<file path="src/rtl/picture_xfer_pkg.sv">
// picture_xfer_pkg: shared FSM states and default image geometry for the picture transfer bridge
package picture_xfer_pkg;
    typedef enum logic [2:0] {S_RX, S_WR, S_START, S_WAIT, S_RD, S_RDW, S_TX, S_TXG} state_e;
    localparam int IMG_W          = 352;
    localparam int IMG_H          = 288;
    localparam int BYTES_PER_WORD = 4;
    localparam int IMG_WORDS      = IMG_W * IMG_H / BYTES_PER_WORD;
endpackage

</file>
<file path="src/rtl/picture_xfer_ctrl.sv">
// picture_xfer_ctrl: packs UART bytes into memory words, hands off to the accelerator, streams the result back
module picture_xfer_ctrl
    import picture_xfer_pkg::*;
#(
    parameter int P_IMG_WORDS   = IMG_WORDS,
    parameter int P_RESULT_BASE = IMG_WORDS,
    parameter int P_ADDR_W      = 16
) (
    input  logic                clk,
    input  logic                rst,
    input  logic [7:0]          rx_data,
    input  logic                rx_stb,
    output logic [7:0]          tx_data,
    output logic                tx_stb,
    input  logic                tx_ack,
    output logic                mem_en,
    output logic                mem_we,
    output logic [P_ADDR_W-1:0] mem_addr,
    output logic [31:0]         mem_wdata,
    input  logic [31:0]         mem_rdata,
    output logic                acc_start,
    input  logic                acc_done,
    output logic                busy,
    output logic                rx_drop
);
    localparam logic [P_ADDR_W-1:0] LAST     = P_ADDR_W'(P_IMG_WORDS - 1);
    localparam logic [P_ADDR_W-1:0] RES_BASE = P_ADDR_W'(P_RESULT_BASE);
    if (P_RESULT_BASE + P_IMG_WORDS > 2 ** P_ADDR_W) begin : g_geom_check
        $fatal(1, "result region does not fit in the address space");
    end
    state_e              state_q, state_d;
    logic [1:0]          idx_q, idx_d;
    logic [P_ADDR_W-1:0] cnt_q, cnt_d;
    logic [31:0]         word_q, word_d;
    logic                drop_q, drop_d;
    logic                rx_ok, last_word;
    assign rx_ok     = state_q == S_RX || state_q == S_WR;
    assign last_word = cnt_q == LAST;
    // word_q is the RX packing word while loading and the TX shift word while reading back
    always_comb begin
        state_d = state_q;
        idx_d   = idx_q;
        cnt_d   = cnt_q;
        word_d  = word_q;
        drop_d  = drop_q | (rx_stb & ~rx_ok);
        if (rx_stb && rx_ok) begin
            word_d[{idx_q, 3'b000} +: 8] = rx_data;
            idx_d = idx_q + 2'd1;
        end
        case (state_q)
            S_RX:    if (rx_stb && idx_q == 2'd3) state_d = S_WR;
            S_WR: begin
                cnt_d   = last_word ? '0 : cnt_q + 1'b1;
                state_d = last_word ? S_START : S_RX;
            end
            S_START: state_d = S_WAIT;
            S_WAIT:  if (acc_done) state_d = S_RD;
            S_RD:    state_d = S_RDW;
            S_RDW: begin
                word_d  = mem_rdata;
                idx_d   = '0;
                state_d = S_TX;
            end
            S_TX:    if (tx_ack) state_d = S_TXG;
            S_TXG: begin
                idx_d = idx_q + 2'd1;
                if (idx_q != 2'd3) state_d = S_TX;
                else begin
                    cnt_d   = last_word ? '0 : cnt_q + 1'b1;
                    state_d = last_word ? S_RX : S_RD;
                end
            end
            default: state_d = S_RX;
        endcase
    end
    always_ff @(posedge clk) begin
        if (rst) begin
            state_q <= S_RX;
            idx_q   <= '0;
            cnt_q   <= '0;
            word_q  <= '0;
            drop_q  <= 1'b0;
        end else begin
            state_q <= state_d;
            idx_q   <= idx_d;
            cnt_q   <= cnt_d;
            word_q  <= word_d;
            drop_q  <= drop_d;
        end
    end
    assign mem_en    = state_q == S_WR || state_q == S_RD;
    assign mem_we    = state_q == S_WR;
    assign mem_addr  = state_q == S_WR ? cnt_q : state_q == S_RD ? RES_BASE + cnt_q : '0;
    assign mem_wdata = mem_we ? word_q : '0;
    assign tx_stb    = state_q == S_TX;
    assign tx_data   = tx_stb ? word_q[{idx_q, 3'b000} +: 8] : '0;
    assign acc_start = state_q == S_START;
    assign busy      = state_q != S_RX;
    assign rx_drop   = drop_q;
endmodule

</file>
<file path="config.mk">
export PLATFORM = sky130hd
export DESIGN_NAME = picture_xfer_ctrl
export DESIGN_NICKNAME = d
export VERILOG_FILES = /design/src/rtl/picture_xfer_pkg.sv /design/src/rtl/picture_xfer_ctrl.sv
export SDC_FILE = /design/constraint.sdc
export NUM_CORES = 1
export LEC_CHECK = 0
export ABC_CLOCK_PERIOD_IN_PS = 2300
export CAP_MARGIN = 40
export CELL_PAD_IN_SITES_DETAIL_PLACEMENT = 1
export CELL_PAD_IN_SITES_GLOBAL_PLACEMENT = 1
export CORE_ASPECT_RATIO = 1.1
export CORE_UTILIZATION = 30
export DETAILED_ROUTE_END_ITERATION = 8
export HOLD_SLACK_MARGIN = 0.12
export PLACE_DENSITY_LB_ADDON = 0.1
export SYNTH_ARGS = -nofsm -noshare
export SYNTH_HDL_FRONTEND = slang
export SYNTH_SLANG_ARGS = --single-unit
</file>
<file path="constraint.sdc">
create_clock -name clk -period 2.3 [get_ports clk]
set_input_delay 0.345 -clock clk [delete_from_list [all_inputs] [get_ports clk]]
set_output_delay 0.345 -clock clk [all_outputs]
set_load 0.02 [all_outputs]
</file>
==> results_dict.tcl <==
set metrics [dict create \
    synth-edff-count 0 \
    routedWlPerCell_um 19.2 \
    cts_max_path_buffers 2 \
    die_x_um 105 \
    finalSetupTns_ns 0 \
    final-seq-area_um2 1080 \
    min_from "rx_drop" \
    ir_drop_mv 0.331 \
    netlist_instances 407 \
    layout-drive-gt1-share_pct 16.0 \
    num_rows 40 \
    maxSlewHeadroom_pct 69.5 \
    pin_count 107 \
    num-fill-cells 1363 \
    numPortBuffers 106 \
    cts_tree "done" \
    finalWorstSetupSlack_ns 0.0786 \
    fin_area_um2 4930 \
    n_antenna_cell 0 \
    syn_area_um2 3480 \
    async_flop_share_pct 0 \
    place_ws_ns 0.0445 \
    hold_slack_ns 0.452 \
    cp_data_required_time_ns 1.96 \
    core_area_um2 11100 \
    area_growth_pct 41.6 \
    cp.arrival_ns 1.88 \
    vias 3588 \
    ys_seq_area_share_pct 31.1 \
    dp_hpwl_um 9210 \
    numCtsBuffers 5 \
    ant_nets 0 \
    grtUsageTotal_pct 21.3 \
    gr-total-overflow 0 \
    ys_types 54 \
    place_inst 661 \
    startpoint_type "register" \
    drv_slew 0 \
    viasPerCell 5.34 \
    cp_max_fo 5 \
    antenna_found_initial 0 \
    start_util_pct 31.3 \
    holdBufCountCts 0 \
    place.gp.congestion 0.787 \
    grt_max_degree 44 \
    dr.first_iter.drc_count 104 \
    post-route-drc-count 0 \
    syn_nets 461 \
    dieArea_um2 12000 \
    cts.sinks 54 \
    final_core_util_pct 44.3 \
    die_h_um 115 \
    grt_pass1_vias 3729 \
    fin_cells 672 \
    yosysWarnings 0 \
    setup_viol 0 \
    hp-class "reg -> reg" \
    cts_root_buffer "clkbuf_16" \
    placed_area_um2 4820 \
    worst_pin_slew_ns 0.457 \
    crit_path_end_kind "output port" \
    holdPathStages 2 \
    ys_seq_elements 54 \
    nNetsFinal 578 \
    p_total_mw 2.10 \
    leakagePower_nw 1.99 \
    finalCritPeriodShare_pct 96.6 \
    timing.fmax_mhz 450 \
    clock_skew_ns 0.00761 \
    dr.pass1.iters 4 \
    rr_worst_depth 7 \
    synth_ff_type "dfxtp_1" \
    avgSynthCellArea_um2 8.55 \
    multi_input_area_um2 2180 \
    htree_levels 2 \
    grt_first_pass_wirelength_um 20000 \
    drt-total-wl_um 12900 \
    critPathLaunch "idx_q[0]" \
    maxCapViolations 0 \
    timing_worst_setup_path_type "reg -> out" \
    clkTransAtPathRegs_ns 0.07 \
    p_per_area_nw_per_um2 427 \
    clk_latency_ns 0.30 \
    finalCriticalPeriod_ns 2.22 \
    finalHoldViolCount 0 \
    reg2reg_from "idx_q[0]" \
    status "finished clean" \
]
## cells in the final DEF (no fill, tap or decap), types with 3 or more instances in the layout
cell type / Yosys / final
o2111ai_1: 3 / 3
nor2b_1: 9 / 9
a21oi_1: 19 / 18
nor2_1: 46 / 45
and4_1: 3 / 3
dlygate4sd2_1: 0 / 34
a22oi_1: 24 / 24
nor3_1: 10 / 10
clkbuf_2: 0 / 11
dfxtp_1: 54 / 54
or4_1: 5 / 5
xor2_1: 7 / 7
clkbuf_16: 0 / 6
o31ai_1: 6 / 6
o21ai_0: 12 / 12
nand2_1: 18 / 18
mux4_2: 8 / 8
and2_1: 36 / 36
or3_1: 4 / 4
clkdlybuf4s50_1: 0 / 47
a211oi_1: 28 / 28
inv_1: 10 / 10
and3_1: 11 / 11
clkdlybuf4s15_1: 0 / 13
buf_4: 3 / 34
a21oi_2: 3 / 4
a221oi_1: 8 / 8
ha_1: 9 / 9
nand3b_1: 5 / 5
## state kept, by name (all words and copies together), names as in the netlist
name and flops:
idx_q 2, word_q 32, cnt_q 16, rx_drop 1, state_q 3
## power by group
part / switching, mW / internal (mW)
Sequential: 0.0321 / 0.970
Combinational: 0.159 / 0.171
Clock: 0.367 / 0.405
## layer usage
layer,share of wire [%],track usage [%],vias up
met5,0,0,-
met4,2.0,6.85,0
met3,3.4,3.46,16
met2,50,38.6,90
met1,44,25.9,1740
li1,-,-,1742
## critical path, cell delays in order (launching register included)
cell           delay (ns)
dfxtp_1              0.34
buf_4                0.18
mux4_2               0.51
and3_1               0.22
dlygate4sd2_1        0.32
## path summary, 6_finish.rpt
kind	to	slack [ns]
setup / recovery	tx_data[6]	0.08
hold / removal	rx_drop	0.45
setup reg to reg	cnt_q[13]	0.20
hold reg to reg	rx_drop	0.45
## area by class of cell
| cell class | instances | share of cell area (%) |
|---|---|---|
| Multi-Input combinational cell | 308 | 44.3 |
| Timing Repair Buffer | 144 | 26.2 |
| Inverter | 11 | 0.889 |
| Clock inverter | 3 | 0.432 |
| Clock buffer | 5 | 2.54 |
| Tap cell | 147 | 3.73 |
| Sequential cell | 54 | 21.9 |
## synth_stat cells (all sizes together), types with 3 or more instances
library cell,number,area share (%)
clkbuf,19,2.0
o2111ai,3,0.76
or3,4,0.72
and4,3,0.76
nor2b,9,1.6
a211oi,28,6.0
buf,15,3.1
nor3,11,1.9
and3,11,2.0
nor2,47,5.1
and2,36,6.5
a22oi,24,5.2
a21oi,22,3.5
nand3b,5,1.1
or4,6,1.4
a221oi,8,2.0
mux4,8,5.2
ha,9,3.2
inv,10,1.1
o31ai,6,1.3
xor2,7,1.8
o21ai,13,2.2
nand2,19,2.1
dfxtp,54,31
## cell families after synthesis
logic type                 Yosys count  synth area share [%]
AOI/OAI and AO/OA                  117                  24.2
xor gates and xnor gates             9                  2.27
adders and majority gates            9                  3.24
buffers and inverters               45                  6.36
DFF                                 54                  31.1
muxes                                9                  5.47
and+or+nand+nor                    164                  27.4
## what timing repair did
| action | CTS | global route |
|---|---|---|
| pin swaps | 0 | 1 |
| endpoints found under the setup margin | 58 | 51 |
| resized for setup | 59 | 43 |
| cloned | 0 | 1 |
| setup buffers | 0 | 2 |
Note: power is estimated with default switching activity, not from simulation.
==> patch 1 (config.mk and constraints unchanged) <==
The parameter `P_ADDR_W` goes from 16 to 17.
--- a/src/rtl/picture_xfer_ctrl.sv
+++ b/src/rtl/picture_xfer_ctrl.sv
@@ -6,3 +6,3 @@
     parameter int P_RESULT_BASE = IMG_WORDS,
-    parameter int P_ADDR_W      = 16
+    parameter int P_ADDR_W      = 17
 ) (
Ports: changed (resized mem_addr); port bits go from 107 to 108. No check against the original RTL was run, so the function may have changed too.
==> patch 1 against the original RTL <==
Design area grew 2.4%; non-clock buffer count grew 1; worst hold slack gained 0.0048 ns; fmax grew 0.40%; combinational power shrank 4%; sequential cell count grew 1; via count grew 2.3%; total power grew 6.8%; routed wire length shrank 2.3%; setup slack gained 0.0088 ns; register-to-register slack lost 0.02 ns; count of clock-buffer cells in the layout grew 1; die area grew 1.8%; area after synthesis grew 1.9%.
==> patch 1: results (changes against the original RTL) <==
<table>
<tr><th>Metric</th><th>Value</th></tr>
<tr><th colspan="2">GRT</th></tr>
<tr><td>Pin count of the biggest net entering global routing</td><td>25 (-43%)</td></tr>
<tr><td>Via count of the first global-routing pass</td><td>3873 (+3.9%)</td></tr>
<tr><td>GRT Total Usage</td><td>21.0% (-0.36 points)</td></tr>
<tr><th colspan="2">Layout</th></tr>
<tr><td>Final nets</td><td>593 (+2.6%)</td></tr>
<tr><td>Largest regs</td><td>word_q: 32 flops, cnt_q: 17 flops, state_q: 3 flops</td></tr>
<tr><th colspan="2">Worst setup path</th></tr>
<tr><td>Largest stage delay on the critical path</td><td>0.34 ns (-0.17 ns)</td></tr>
<tr><td>Cell family contributing the most delay on the critical path</td><td>buffers and inverters</td></tr>
<tr><td>Slowest cell on crit path</td><td>dfxtp_1</td></tr>
<tr><td>Crit Path Max Fanout</td><td>3 (-2)</td></tr>
<tr><th colspan="2">STA</th></tr>
<tr><td>Worst-case headroom to the max-slew limit</td><td>68.9% (-0.62 points)</td></tr>
<tr><td>Post-route clock skew</td><td>0.00674 ns (-0.000862 ns)</td></tr>
<tr><th colspan="2">Synth</th></tr>
<tr><td>Register area share after synthesis</td><td>31.1% (about the same)</td></tr>
<tr><td>Top cells by instance count after synthesis</td><td>dfxtp_1, nor2_1, o21ai_0, and2_1, clkbuf_1</td></tr>
<tr><td>Area fraction of the dominant cell type after synthesis</td><td>31.1% (about the same)</td></tr>
<tr><td>Nets in the synthesized netlist</td><td>476 (+3.3%)</td></tr>
<tr><td>Synth area leaders</td><td>dfxtp_1, and2_1, nor2_1, o21ai_0, mux4_2</td></tr>
<tr><th colspan="2">Placed design</th></tr>
<tr><td>Cell area reported after detailed placement</td><td>0.00494 mm^2 (+2.4%)</td></tr>
<tr><td>Routability-driven placement congestion ratio</td><td>0.802 (+1.9%)</td></tr>
<tr><td>Setup slack at placement</td><td>0.000597 ns (-0.0439 ns)</td></tr>
<tr><td>Detailed placer's ending HPWL</td><td>9.32 mm (+1.1%)</td></tr>
<tr><th colspan="2">Route</th></tr>
<tr><td>Total number of vias</td><td>3672 (+2.3%)</td></tr>
<tr><td>Starting DRC count in detailed routing</td><td>122 (+17%)</td></tr>
<tr><th colspan="2">Floorplan</th></tr>
<tr><td>Total die area</td><td>0.0123 mm^2 (+1.8%)</td></tr>
<tr><th colspan="2">Pwr</th></tr>
<tr><td>P_leak</td><td>2.08 nW (+4.5%)</td></tr>
<tr><th colspan="2">Run status</th></tr>
<tr><td>Outcome</td><td>finished, final reports clean</td></tr>
</table>
==> patch 1: worst paths after layout <==
kind | startpoint | to | slack, ns | depth (start not counted)
worst min register to register | rx_drop | rx_drop | 0.46 | 2
worst max register to register | idx_q[0] | word_q[22] | 0.18 | 7
worst max-delay path | cnt_q[8] | mem_addr[14] | 0.09 | 7
worst min-delay path | rx_drop | rx_drop | 0.46 | 2
==> patch 1: logic make-up (layout without fill, tap and decap cells) <==
family,count (synthesis),in the layout,share of synthesized area (%)
AOI/OAI and AO/OA,128,128,25.9
xor gates and xnor gates,10,10,2.47
adders and majority gates,9,9,3.18
buffers and inverters,50,168,6.18
DFF,55,55,31.1
muxes,10,10,5.65
and+or+nand+nor,160,160,25.6
==> patch 1: power by group <==
part	switching [mW]	internal, mW
Combinational	0.149	0.167
Clock	0.375	0.543
Sequential	0.0260	0.986
==> patch 1: per-stage QoR <==
stage,cells,power [mW]
final,690,2.25
after global routing,690,2.34
after CTS,688,2.28
after detailed placement,680,1.35
after global placement,680,1.34
after floorplan,422,1.18
==> patch 1: per-layer routing <==
metal / vias to the layer above / wire length, um / global-route usage, %
li1: 1781 / - / -
met1: 1760 / 5470 / 25.2
met2: 111 / 6190 / 37.0
met3: 20 / 667 / 4.50
met4: 0 / 265 / 7.59
met5: - / 0 / 0
==> patch 1: repair_timing <==
action                     4_1_cts  5_1_grt
pin swaps                        0        1
hold endpoints to repair         0        0
buffers inserted                 0        2
setup endpoints to repair       61       43
resized for setup               66       54
==> patch 1: final cells by class <==
type                       count  area, um^2  area share [%]
multi-input combinational    317        2250            44.6
timing repair buffer         145        1270            25.2
sequential                    55        1100            21.8
tap                          150         188            3.72
clock buffer                   6         139            2.75
inverter                      15        58.8            1.17
clock inverter                 2        35.0           0.695
==> patch 2 (same flow settings) <==
Made on the original files. Make the reset (`rst`) asynchronous in one clocked block.
--- a/src/rtl/picture_xfer_ctrl.sv
+++ b/src/rtl/picture_xfer_ctrl.sv
@@ -75,3 +75,3 @@
     end
-    always_ff @(posedge clk) begin
+    always_ff @(posedge clk or posedge rst) begin
         if (rst) begin
Function: differs if rst is asserted again (counterexample within 10 cycles, from zero or initial values and one cycle with rst high); with rst held inactive, the same outputs for 10 cycles.
==> patch 2 against the original RTL <==
Area after synthesis is 0.14% lower; non-clock buffer count is 5 lower; design area is 0.13% lower; die area is 0.14% lower; sequential share of layout area is 5.5 points higher; fmax is 0.48% lower; routed wire length is 8.6% lower; sequential cell count stayed put; setup slack worse by 0.011 ns; first-iteration DRC count is 13% lower; via count is 6.7% lower; critical path type unchanged; highest routed layer unchanged.
Power is not compared: it rests on default switching activity, and its combinational part moved more than twofold at a synthesized area within 25%.
==> patch 2: results (changes against the original RTL) <==
<table>
<tr><th>Metric</th><th>Value</th></tr>
<tr><th colspan="2">Run status</th></tr>
<tr><td>Outcome</td><td>finished, final reports clean</td></tr>
<tr><th colspan="2">GRT</th></tr>
<tr><td>Via count of the first global-routing pass</td><td>3598 (-3.5%)</td></tr>
<tr><td>Pin count of the biggest net entering global routing</td><td>55 (+25%)</td></tr>
<tr><td>First-pass GRT wire length</td><td>19.0 mm (-5.0%)</td></tr>
<tr><th colspan="2">Placed design</th></tr>
<tr><td>Detailed placer's ending HPWL</td><td>8.81 mm (-4.4%)</td></tr>
<tr><td>Cell area reported after detailed placement</td><td>0.00489 mm^2 (+1.5%)</td></tr>
<tr><td>Routability-driven placement congestion ratio</td><td>0.780 (-0.84%)</td></tr>
<tr><td>Setup slack at placement</td><td>-0.135 ns (-0.180 ns)</td></tr>
<tr><td>Number of placed cells counting well taps</td><td>634 (-4.1%)</td></tr>
<tr><th colspan="2">Synth</th></tr>
<tr><td>Number of different library cells in the post-synthesis netlist</td><td>53 (-1.9%)</td></tr>
<tr><td>Register area share after synthesis</td><td>38.9% (+7.8 points)</td></tr>
<tr><td>Share of synthesized area spent on multiplexers</td><td>5.19% (-0.28 points)</td></tr>
<tr><td>Nets in the synthesized netlist</td><td>432 (-6.3%)</td></tr>
<tr><td>Post-synthesis xor/xnor area fraction</td><td>2.27% (+0.0033 points)</td></tr>
<tr><td>Top cells by instance count after synthesis</td><td>dfrtp_1, nor2b_1, and2_1, nand2_1, o21ai_0</td></tr>
<tr><td>Share of async-settable or async-resettable flops after synthesis</td><td>100% (+100 points)</td></tr>
<tr><td>Cells after synthesis</td><td>379 (-6.9%)</td></tr>
<tr><td>Most frequently used flop master after synthesis</td><td>dfrtp_1</td></tr>
<tr><td>Synthesized-area fraction occupied by ao, oa, aoi and oai cells</td><td>19.1% (-5.2 points)</td></tr>
<tr><th colspan="2">STA</th></tr>
<tr><td>Tightest Pin Transition</td><td>0.499 ns (+0.0424 ns)</td></tr>
<tr><td>Worst path setup slack after routing</td><td>0.0680 ns (-0.0107 ns)</td></tr>
<tr><td>Post-route clock skew</td><td>0.00875 ns (+0.00114 ns)</td></tr>
<tr><th colspan="2">Route</th></tr>
<tr><td>Starting DRC count in detailed routing</td><td>91 (-13%)</td></tr>
<tr><td>Wirelength, routed</td><td>11.8 mm (-8.6%)</td></tr>
<tr><th colspan="2">Hold path</th></tr>
<tr><td>Worst min-delay path category</td><td>input pin to asynchronous set/reset pin</td></tr>
<tr><th colspan="2">Worst setup path</th></tr>
<tr><td>Crit Path Max Fanout</td><td>13 (+8)</td></tr>
<tr><th colspan="2">Layout</th></tr>
<tr><td>Final nets</td><td>547 (-5.4%)</td></tr>
</table>
[patch 2: cell count changes in the layout (fill, tap and decap cells not counted), moves of 16 or more]
cell	before	now
nor2b_1	9	34
dfxtp_1	54	0
dfrtp_1	0	54
nor2_1	45	14
clkbuf_2	11	32
a211oi_1	28	0
a221o_1	0	16
o21ai_0	12	30
dlygate4sd2_1	34	12
[patch 2: layer usage]
metal | GRT usage (%) | wire (um)
met1 | 24.5 | 5090
met2 | 37.1 | 6010
met3 | 3.97 | 499
met4 | 5.82 | 183
met5 | 0 | 0
[patch 2: power breakdown]
group / switching (mW) / total [mW] / internal [mW]
sequential: 0.243 / 1.50 / 1.26
clock: 0.368 / 0.995 / 0.626
combinational: 1.07 / 2.08 / 1.00
total: 1.68 / 4.57 / 2.89
[patch 2: cell type report]
class / count / area share [%]
multi-input combinational: 280 / 39.8
sequential: 54 / 27.5
timing repair buffer: 139 / 23.9
tap: 147 / 3.74
clock buffer: 5 / 2.54
clock inverter: 3 / 1.40
inverter: 14 / 1.17
[patch 2: what timing repair did]
action / CTS / global route
setup endpoints to repair: 59 / 53
gates resized for setup: 80 / 75
hold buffers: 0 / 0
[patch 2: path summary, 6_finish.rpt]
check / start / endpoint / slack [ns] / depth (start not counted)
max: state_q[0] / mem_wdata[1] / 0.07 / 6
min: rst / cnt_q[12] / 0.40 / 3
max reg2reg: idx_q[0] / cnt_q[9] / 0.23 / 6
min reg2reg: rx_drop / rx_drop / 0.46 / 1
max in group asynchronous: rst / idx_q[1] / 1.62 / 3
min in group clk: rx_drop / rx_drop / 0.46 / 1
[patch 2: critical path, cell delays in order, from the launching register on]
cell and delay [ns]:
dfrtp_1 0.35, buf_4 0.11, or3b_4 0.41, clkinv_4 0.12
buf_12 0.13, and2_1 0.12, dlygate4sd2_1 0.33
